$ cat src/rtl/mc_ctrl_pkg.sv
// Shared definitions for the multi-cycle MIPS control slice: opcode/funct
// codes, FSM state encoding, ALU operation codes, PC source codes and the
// instruction-class flag bundle produced by the decoder.
package mc_ctrl_pkg;

    localparam int unsigned OP_W    = 6;
    localparam int unsigned STATE_W = 4;
    localparam int unsigned ALUOP_W = 3;
    localparam int unsigned PCSRC_W = 2;

    // Primary opcodes (IR[31:26])
    localparam logic [OP_W-1:0] OP_RTYPE = 6'h00;
    localparam logic [OP_W-1:0] OP_J     = 6'h02;
    localparam logic [OP_W-1:0] OP_BEQ   = 6'h04;
    localparam logic [OP_W-1:0] OP_BNE   = 6'h05;
    localparam logic [OP_W-1:0] OP_ADDI  = 6'h08;
    localparam logic [OP_W-1:0] OP_ANDI  = 6'h0C;
    localparam logic [OP_W-1:0] OP_ORI   = 6'h0D;
    localparam logic [OP_W-1:0] OP_XORI  = 6'h0E;
    localparam logic [OP_W-1:0] OP_LW    = 6'h23;
    localparam logic [OP_W-1:0] OP_SW    = 6'h2B;

    // R-type function codes (IR[5:0])
    localparam logic [OP_W-1:0] FN_ADD = 6'h20;
    localparam logic [OP_W-1:0] FN_SUB = 6'h22;
    localparam logic [OP_W-1:0] FN_AND = 6'h24;
    localparam logic [OP_W-1:0] FN_OR  = 6'h25;
    localparam logic [OP_W-1:0] FN_XOR = 6'h26;
    localparam logic [OP_W-1:0] FN_NOR = 6'h27;
    localparam logic [OP_W-1:0] FN_SLT = 6'h2A;

    // ALU operation codes
    localparam logic [ALUOP_W-1:0] ALU_AND = 3'b000;
    localparam logic [ALUOP_W-1:0] ALU_OR  = 3'b001;
    localparam logic [ALUOP_W-1:0] ALU_ADD = 3'b010;
    localparam logic [ALUOP_W-1:0] ALU_XOR = 3'b011;
    localparam logic [ALUOP_W-1:0] ALU_NOR = 3'b100;
    localparam logic [ALUOP_W-1:0] ALU_SUB = 3'b110;
    localparam logic [ALUOP_W-1:0] ALU_SLT = 3'b111;

    // PC source select
    localparam logic [PCSRC_W-1:0] PC_SRC_SEQ = 2'b00;
    localparam logic [PCSRC_W-1:0] PC_SRC_BR  = 2'b01;
    localparam logic [PCSRC_W-1:0] PC_SRC_JMP = 2'b10;

    typedef enum logic [STATE_W-1:0] {
        S_IF       = 4'd0,
        S_ID       = 4'd1,
        S_EXE_R    = 4'd2,
        S_WB_R     = 4'd3,
        S_EXE_I    = 4'd4,
        S_WB_I     = 4'd5,
        S_MEM_ADDR = 4'd6,
        S_MEM_RD   = 4'd7,
        S_WB_M     = 4'd8,
        S_MEM_WR   = 4'd9,
        S_BR       = 4'd10,
        S_JMP      = 4'd11
    } state_t;

    // One-hot-ish class flags; all zero means the instruction is unsupported
    typedef struct packed {
        logic rtype;   // R-type with a supported funct
        logic ialu;    // addi/andi/ori/xori
        logic lw;
        logic sw;
        logic br;      // beq or bne
        logic bne;
        logic jmp;
    } inst_class_t;

endpackage

$ cat src/rtl/mips_mc_ctrl_if.sv
// Control bundle between the multi-cycle controller and its datapath.
// master: controller side (drives enables/selects/fields, samples inst_code/zero)
// slave : datapath side (drives inst_code/zero, samples everything else)
interface mips_mc_ctrl_if #(
    parameter int unsigned ALU_OP_W = 3
);
    logic [31:0]         inst_code;
    logic                zero;
    logic                ir_write;
    logic                pc_write;
    logic [1:0]          pc_src;
    logic                reg_write;
    logic                reg_dst;
    logic                mem_to_reg;
    logic                mem_write;
    logic                alu_src_b;
    logic [ALU_OP_W-1:0] alu_op;
    logic [4:0]          rs;
    logic [4:0]          rt;
    logic [4:0]          rd;
    logic [31:0]         imm_ext;
    logic [25:0]         jaddr;
    logic                illegal;
    logic [3:0]          state;

    modport master (
        input  inst_code, zero,
        output ir_write, pc_write, pc_src, reg_write, reg_dst, mem_to_reg,
               mem_write, alu_src_b, alu_op, rs, rt, rd, imm_ext, jaddr,
               illegal, state
    );

    modport slave (
        output inst_code, zero,
        input  ir_write, pc_write, pc_src, reg_write, reg_dst, mem_to_reg,
               mem_write, alu_src_b, alu_op, rs, rt, rd, imm_ext, jaddr,
               illegal, state
    );
endinterface

$ cat src/rtl/mc_inst_decode.sv
// Combinational instruction decoder for the IR.
// Inputs : ir        - latched instruction word
// Outputs: rs/rt/rd  - register fields
//          imm_ext   - sign- or zero-extended immediate
//          jaddr     - 26-bit jump index
//          cls       - instruction-class flags (all zero = unsupported)
//          alu_op_r  - ALU op for a supported R-type funct
//          alu_op_i  - ALU op for an I-type ALU opcode
module mc_inst_decode
    import mc_ctrl_pkg::*;
(
    input  logic [31:0]        ir,
    output logic [4:0]         rs,
    output logic [4:0]         rt,
    output logic [4:0]         rd,
    output logic [31:0]        imm_ext,
    output logic [25:0]        jaddr,
    output inst_class_t        cls,
    output logic [ALUOP_W-1:0] alu_op_r,
    output logic [ALUOP_W-1:0] alu_op_i
);

    logic [OP_W-1:0] opcode;
    logic [OP_W-1:0] funct;
    logic            funct_ok;
    logic            zext;

    assign opcode = ir[31:26];
    assign funct  = ir[5:0];
    assign rs     = ir[25:21];
    assign rt     = ir[20:16];
    assign rd     = ir[15:11];
    assign jaddr  = ir[25:0];

    // Logical immediates are zero-extended; everything else sign-extends
    assign zext    = (opcode == OP_ANDI) || (opcode == OP_ORI) || (opcode == OP_XORI);
    assign imm_ext = zext ? {16'h0000, ir[15:0]} : {{16{ir[15]}}, ir[15:0]};

    // R-type funct to ALU op
    always_comb begin
        alu_op_r = ALU_ADD;
        funct_ok = 1'b1;
        case (funct)
            FN_ADD:  alu_op_r = ALU_ADD;
            FN_SUB:  alu_op_r = ALU_SUB;
            FN_AND:  alu_op_r = ALU_AND;
            FN_OR:   alu_op_r = ALU_OR;
            FN_XOR:  alu_op_r = ALU_XOR;
            FN_NOR:  alu_op_r = ALU_NOR;
            FN_SLT:  alu_op_r = ALU_SLT;
            default: funct_ok = 1'b0;
        endcase
    end

    // I-type ALU opcode to ALU op
    always_comb begin
        alu_op_i = ALU_ADD;
        case (opcode)
            OP_ANDI: alu_op_i = ALU_AND;
            OP_ORI:  alu_op_i = ALU_OR;
            OP_XORI: alu_op_i = ALU_XOR;
            default: alu_op_i = ALU_ADD;
        endcase
    end

    // Instruction classification
    always_comb begin
        cls       = '0;
        cls.rtype = (opcode == OP_RTYPE) && funct_ok;
        cls.ialu  = (opcode == OP_ADDI) || zext;
        cls.lw    = (opcode == OP_LW);
        cls.sw    = (opcode == OP_SW);
        cls.br    = (opcode == OP_BEQ) || (opcode == OP_BNE);
        cls.bne   = (opcode == OP_BNE);
        cls.jmp   = (opcode == OP_J);
    end

endmodule

$ cat src/rtl/mips_mc_ctrl.sv
// Multi-cycle MIPS-subset controller: latches the fetched word into the IR,
// walks the per-class state sequence and decodes datapath controls.
// Ports: clk, rst (async, active-high);
//        bus.master - inst_code/zero in; enables, selects, IR fields,
//                     illegal pulse and debug state out.
// Outputs are a Moore decode of the state and IR registers (pc_write in BR
// additionally follows zero); all enables are held low while rst is high.
module mips_mc_ctrl
    import mc_ctrl_pkg::*;
#(
    parameter logic [31:0] IR_RESET = 32'h0000_0000,
    parameter int unsigned ALU_OP_W = 3
) (
    input  logic          clk,
    input  logic          rst,
    mips_mc_ctrl_if.master bus
);

    state_t             state_q;
    state_t             state_d;
    logic [31:0]        ir_q;
    inst_class_t        cls;
    logic [ALUOP_W-1:0] alu_op_r;
    logic [ALUOP_W-1:0] alu_op_i;
    logic [ALUOP_W-1:0] alu_op_c;
    logic               ir_write_c;
    logic               pc_write_c;
    logic               reg_write_c;
    logic               mem_write_c;
    logic               illegal_c;

    mc_inst_decode u_decode (
        .ir       (ir_q),
        .rs       (bus.rs),
        .rt       (bus.rt),
        .rd       (bus.rd),
        .imm_ext  (bus.imm_ext),
        .jaddr    (bus.jaddr),
        .cls      (cls),
        .alu_op_r (alu_op_r),
        .alu_op_i (alu_op_i)
    );

    // State and instruction registers
    always_ff @(posedge clk or posedge rst) begin
        if (rst) begin
            state_q <= S_IF;
            ir_q    <= IR_RESET;
        end else begin
            state_q <= state_d;
            if (ir_write_c) begin
                ir_q <= bus.inst_code;
            end
        end
    end

    // Next-state and control decode
    always_comb begin
        state_d        = S_IF;
        ir_write_c     = 1'b0;
        pc_write_c     = 1'b0;
        reg_write_c    = 1'b0;
        mem_write_c    = 1'b0;
        illegal_c      = 1'b0;
        bus.pc_src     = PC_SRC_SEQ;
        bus.reg_dst    = 1'b0;
        bus.mem_to_reg = 1'b0;
        bus.alu_src_b  = 1'b0;
        alu_op_c       = ALU_ADD;

        case (state_q)
            S_IF: begin
                ir_write_c = 1'b1;
                pc_write_c = 1'b1;
                state_d    = S_ID;
            end
            S_ID: begin
                if (cls.rtype) begin
                    state_d = S_EXE_R;
                end else if (cls.ialu) begin
                    state_d = S_EXE_I;
                end else if (cls.lw || cls.sw) begin
                    state_d = S_MEM_ADDR;
                end else if (cls.br) begin
                    state_d = S_BR;
                end else if (cls.jmp) begin
                    state_d = S_JMP;
                end else begin
                    illegal_c = 1'b1;
                    state_d   = S_IF;
                end
            end
            S_EXE_R: begin
                alu_op_c = alu_op_r;
                state_d  = S_WB_R;
            end
            S_WB_R: begin
                reg_write_c = 1'b1;
                bus.reg_dst = 1'b1;
            end
            S_EXE_I: begin
                bus.alu_src_b = 1'b1;
                alu_op_c      = alu_op_i;
                state_d       = S_WB_I;
            end
            S_WB_I: begin
                reg_write_c = 1'b1;
            end
            S_MEM_ADDR: begin
                bus.alu_src_b = 1'b1;
                state_d       = cls.lw ? S_MEM_RD : S_MEM_WR;
            end
            S_MEM_RD: begin
                state_d = S_WB_M;
            end
            S_WB_M: begin
                reg_write_c    = 1'b1;
                bus.mem_to_reg = 1'b1;
            end
            S_MEM_WR: begin
                mem_write_c = 1'b1;
            end
            S_BR: begin
                alu_op_c   = ALU_SUB;
                bus.pc_src = PC_SRC_BR;
                // beq takes the branch on zero, bne on not-zero
                pc_write_c = bus.zero ^ cls.bne;
            end
            S_JMP: begin
                pc_write_c = 1'b1;
                bus.pc_src = PC_SRC_JMP;
            end
            default: state_d = S_IF;
        endcase
    end

    // Enables are forced low for the whole reset window
    assign bus.ir_write  = ir_write_c  & ~rst;
    assign bus.pc_write  = pc_write_c  & ~rst;
    assign bus.reg_write = reg_write_c & ~rst;
    assign bus.mem_write = mem_write_c & ~rst;
    assign bus.illegal   = illegal_c   & ~rst;
    assign bus.alu_op    = ALU_OP_W'(alu_op_c);
    assign bus.state     = STATE_W'(state_q);

endmodule

$ cat src/flat_wrapper.sv
// flat-port wrapper written by rule: the top's interface ports become plain ports
module mips_mc_ctrl_flat import mc_ctrl_pkg::*;
#(
    parameter logic [31:0] IR_RESET = 32'h0000_0000,
    parameter int unsigned ALU_OP_W = 3
)
  (clk, rst, bus_inst_code, bus_zero, bus_ir_write, bus_pc_write, bus_pc_src, bus_reg_write, bus_reg_dst, bus_mem_to_reg, bus_mem_write, bus_alu_src_b, bus_alu_op, bus_rs, bus_rt, bus_rd, bus_imm_ext, bus_jaddr, bus_illegal, bus_state);
  mips_mc_ctrl_if #(.ALU_OP_W(ALU_OP_W)) bus_i ();
  input  logic clk;
  input  logic rst;
  input wire logic [$bits(bus_i.inst_code)-1:0] bus_inst_code;
  input wire logic [$bits(bus_i.zero)-1:0] bus_zero;
  output wire logic [$bits(bus_i.ir_write)-1:0] bus_ir_write;
  output wire logic [$bits(bus_i.pc_write)-1:0] bus_pc_write;
  output wire logic [$bits(bus_i.pc_src)-1:0] bus_pc_src;
  output wire logic [$bits(bus_i.reg_write)-1:0] bus_reg_write;
  output wire logic [$bits(bus_i.reg_dst)-1:0] bus_reg_dst;
  output wire logic [$bits(bus_i.mem_to_reg)-1:0] bus_mem_to_reg;
  output wire logic [$bits(bus_i.mem_write)-1:0] bus_mem_write;
  output wire logic [$bits(bus_i.alu_src_b)-1:0] bus_alu_src_b;
  output wire logic [$bits(bus_i.alu_op)-1:0] bus_alu_op;
  output wire logic [$bits(bus_i.rs)-1:0] bus_rs;
  output wire logic [$bits(bus_i.rt)-1:0] bus_rt;
  output wire logic [$bits(bus_i.rd)-1:0] bus_rd;
  output wire logic [$bits(bus_i.imm_ext)-1:0] bus_imm_ext;
  output wire logic [$bits(bus_i.jaddr)-1:0] bus_jaddr;
  output wire logic [$bits(bus_i.illegal)-1:0] bus_illegal;
  output wire logic [$bits(bus_i.state)-1:0] bus_state;
  assign bus_i.inst_code = bus_inst_code;
  assign bus_i.zero = bus_zero;
  assign bus_ir_write = bus_i.ir_write;
  assign bus_pc_write = bus_i.pc_write;
  assign bus_pc_src = bus_i.pc_src;
  assign bus_reg_write = bus_i.reg_write;
  assign bus_reg_dst = bus_i.reg_dst;
  assign bus_mem_to_reg = bus_i.mem_to_reg;
  assign bus_mem_write = bus_i.mem_write;
  assign bus_alu_src_b = bus_i.alu_src_b;
  assign bus_alu_op = bus_i.alu_op;
  assign bus_rs = bus_i.rs;
  assign bus_rt = bus_i.rt;
  assign bus_rd = bus_i.rd;
  assign bus_imm_ext = bus_i.imm_ext;
  assign bus_jaddr = bus_i.jaddr;
  assign bus_illegal = bus_i.illegal;
  assign bus_state = bus_i.state;
  mips_mc_ctrl #(.IR_RESET(IR_RESET), .ALU_OP_W(ALU_OP_W)) u_core (.clk(clk), .rst(rst), .bus(bus_i));
endmodule
$ cat config.mk
export PLATFORM = sky130hd
export DESIGN_NAME = mips_mc_ctrl_flat
export DESIGN_NICKNAME = d
export VERILOG_FILES = /design/src/rtl/mc_ctrl_pkg.sv /design/src/rtl/mips_mc_ctrl_if.sv /design/src/rtl/mc_inst_decode.sv /design/src/rtl/mips_mc_ctrl.sv /design/src/flat_wrapper.sv
export SDC_FILE = /design/constraint.sdc
export NUM_CORES = 1
export LEC_CHECK = 0
export BUFFER_PORTS_ARGS = -buffer_cell sky130_fd_sc_hd__buf_4
export CAP_MARGIN = 5
export CORE_MARGIN = 10
export CORE_UTILIZATION = 46
export CTS_CLUSTER_SIZE = 14
export DETAILED_ROUTE_END_ITERATION = 10
export GPL_TIMING_DRIVEN = 0
export PLACE_DENSITY = 0.81
export RECOVER_POWER = 25
export SLEW_MARGIN = 20
export SYNTH_ARGS = -nofsm -noshare
export SYNTH_HDL_FRONTEND = slang
export SYNTH_SLANG_ARGS = --single-unit
$ cat constraint.sdc
create_clock -name clk -period 2.69 [get_ports clk]
set_clock_uncertainty 0.2 [all_clocks]
set_input_delay 0.269 -clock clk [delete_from_list [all_inputs] [get_ports clk]]
set_output_delay 0.269 -clock clk [all_outputs]
set_load 0.05 [all_outputs]
==> impl_metrics.py <==
metrics = {
    "logic_synthesis": {
        "synth_top_cells_by_area": "sky130_fd_sc_hd__dfrtp_1 38%, sky130_fd_sc_hd__buf_4 23%, sky130_fd_sc_hd__mux2_2 14%",
        "mapped_cell_area_sq_um": 2400,
        "synth_enable_flop_cells": 0,
        "synth.top_cells.by_count": "73 x sky130_fd_sc_hd__buf_4, 36 x sky130_fd_sc_hd__dfrtp_1, 29 x sky130_fd_sc_hd__mux2_2",
        "ys_seq_area_frac": 0.375,
        "synthesis.area_per_instance_sq_um": 10.6,
        "synthesis.instances": 226,
        "ys_dominant_reg_cell": "sky130_fd_sc_hd__dfrtp_1",
        "synth_cell_types": 46,
        "synthMostInstantiatedCell": "sky130_fd_sc_hd__buf_4",
        "synth.net_count": 261,
        "top_cell_type_by_total_area_after_synthesis": "sky130_fd_sc_hd__dfrtp_1",
        "netlist.area_leader.share": 0.375,
        "ys_warn_count": 0,
        "synthArstFlopShare": 1.00,
        "synth.ff_latch_count": 36,
    },
    "placement": {
        "finalWeightedCongestion": 0.815,
        "placement.setup.worst_slack_ps": 326,
        "dp.final_hpwl_microns": 5380,
        "port-buffer-count": 124,
    },
    "critical_path": {
        "crit_path_top_delay_cell": "sky130_fd_sc_hd__or4b_4",
        "crit_type": "reg -> out",
        "worstPathMaxFanout": 6,
        "critical_path.max_stage_delay_ps": 540,
        "r2r_cells": 6,
        "timing.critical_path.cells": "buf_6, or4b_4, a2111oi_4, nor2_2, nor4b_4, buf_6",
        "timing.critical_path.mode_cell": "sky130_fd_sc_hd__buf_6",
        "critPathLaunchType": "flip-flop",
        "cp-end-kind": "primary output",
        "timing.critical_path.arrival_ps": 2140,
        "worst-endpoint-required_ps": 2220,
    },
    "min_path": {
        "worstHoldPathCells": 2,
        "holdCritPathClass": "in -> reg",
    },
    "detailed_routing": {
        "ant_nets": 0,
        "drt_pre_antenna_iters": 4,
        "route.final.wire_length_microns": 6510,
        "wl_per_cell_microns": 15.1,
        "drt-initial-drc-count": 77,
        "avgViaCountPerCell": 4.68,
        "drc_errors": 0,
        "dr_total_vias": 2021,
    },
    "floorplanning": {
        "die_h_microns": 92.2,
        "initial_core_util": 0.473,
        "die_x_microns": 92.2,
        "design.die.area_sq_um": 8510,
        "core-area_sq_um": 5070,
        "i_o_pin_count": 125,
        "floorplan.rows": 26,
    },
    "global_routing": {
        "antenna_violations_before_repair": 0,
        "grtUsageTotal": 0.145,
        "grt_first_pass_wirelength_microns": 10300,
        "grt_pass1_vias": 2108,
        "gr-total-overflow": 0,
        "pin_count_of_the_biggest_net_entering_global_routing": 31,
    },
    "timing": {
        "setup_repair_after_global_routing_missed_its_margin": "no",
        "slew_headroom": 0.513,
        "setup_slack_ps": 78.0,
        "slew_viol_final": 0,
        "hold_slack_ps": 9.91,
        "max_clock_freq_mhz": 383,
        "final-hold-violation-count": 0,
        "min_period_ps": 2610,
        "worst_pin_slew_ps": 730,
        "setup_violations": 0,
        "layout_worst_path_cycle_share": 0.971,
        "timing.setup.tns_ps": 0,
    },
    "clock_network": {
        "ctsRootBufferMaster": "sky130_fd_sc_hd__clkbuf_8",
        "cts_buffers": 5,
        "cts_tree": "built",
        "clock_sinks": 36,
        "clock_transition_time_at_the_flip_flop_clock_pins_of_the_worst_setup_and_hold_paths_ps": 70,
        "clk_path_buf_depth": 2,
        "cts.htree.levels": 2,
        "clk_lat_worst_skew_ps": 280,
    },
    "layout": {
        "post_route_cells_drive_above_1_share": 0.688,
        "fin_nets": 397,
        "area.growth.synth_to_final_pct": 48.7,
        "number_of_antenna_repair_diodes": 0,
    },
    "outcome": {
        "outcome": "complete, no violations",
    },
    "flow_run": {
        "max_cap_violations": 0,
    },
}
==> worst paths after layout <==
kind                                   start                   to  slack, ps
max                          u_core.ir_q[27]          bus_illegal         80
min in group asynchronous                rst  u_core.bus.state[2]        400
max in group asynchronous                rst       u_core.ir_q[2]        890
max reg2reg                  u_core.ir_q[27]  u_core.bus.state[1]        500
min reg2reg                   u_core.ir_q[8]       u_core.ir_q[8]        330
min                        bus_inst_code[16]      u_core.ir_q[16]         10
==> placed cells by master, fill, tap and decap left out, types with 2 or more instances in the layout <==
cell,Yosys,layout
sky130_fd_sc_hd__clkbuf_1,3,9
sky130_fd_sc_hd__a21oi_1,3,3
sky130_fd_sc_hd__a31oi_1,4,3
sky130_fd_sc_hd__buf_4,73,193
sky130_fd_sc_hd__xor2_1,3,3
sky130_fd_sc_hd__nor2_1,11,11
sky130_fd_sc_hd__mux2_2,29,29
sky130_fd_sc_hd__nand4_1,2,2
sky130_fd_sc_hd__a2111oi_4,2,2
sky130_fd_sc_hd__dfrtp_1,36,36
sky130_fd_sc_hd__or3_1,2,2
sky130_fd_sc_hd__nor2b_1,6,6
sky130_fd_sc_hd__nand3b_1,2,2
sky130_fd_sc_hd__nand2b_1,5,5
sky130_fd_sc_hd__buf_6,1,3
sky130_fd_sc_hd__nand2_1,6,6
sky130_fd_sc_hd__buf_2,3,3
sky130_fd_sc_hd__mux2_1,3,3
sky130_fd_sc_hd__nor3_1,3,3
sky130_fd_sc_hd__clkbuf_8,0,5
==> repair_timing <==
item	4_1_cts	5_1_grt
endpoints found under the hold margin	36	0
setup endpoints to repair	0	2
setup buffers	0	3
hold buffers	1	0
gates resized for setup	0	6
==> final cells by class <==
class | instances | area, sq um
plain buffers | 81 | 593
clock buffers | 6 | 72.6
clock inverters | 1 | 5.00
fillers | 432 | 1510
inverters | 1 | 3.75
multi-input cells | 108 | 953
flip-flops and latches | 36 | 901
well taps | 70 | 87.6
repair buffers | 129 | 953
==> cells by family (layout without fill, tap and decap cells) <==
group | Yosys count | after routing | synth area share
flops | 36 | 36 | 0.375
buf+inv | 82 | 218 | 0.247
mux | 32 | 32 | 0.150
simple gates | 53 | 53 | 0.139
xor+xnor | 3 | 3 | 0.0110
compound gates | 20 | 20 | 0.0772
==> worst max-delay path, delay by kind of cell, from the launching register on <==
family | cells | cell delay [ps]
AO/OA/AOI/OAI | 1 | 400
flip-flops | 1 | 380
buffers and inverters | 2 | 300
AND/OR/NAND/NOR | 3 | 780
==> through the flow <==
step	utilization	area, sq um	instances
2_1_floorplan	-	2420	226
3_5_place_dp	0.681	3460	421
3_3_place_gp	0.678	3440	420
4_1_cts	0.699	3550	429
6_report	0.703	3570	432
5_1_grt	0.703	3570	432
==> registers in the layout, summed over array words and instances, names as in the netlist <==
signal and count:
u_core.bus.state 4, u_core.ir_q 32
==> metal layers <==
layer / GRT usage / share of wire / vias to the layer above
met5: 0 / 0 / -
met3: 0.0742 / 0.10 / 4
met1: 0.158 / 0.39 / 958
met4: 0.0321 / 0.0064 / 0
met2: 0.248 / 0.50 / 80
li1: - / - / 979
Power is not shown: default switching activity piles up to over one toggle a cycle in this logic, so the estimate is an artifact.
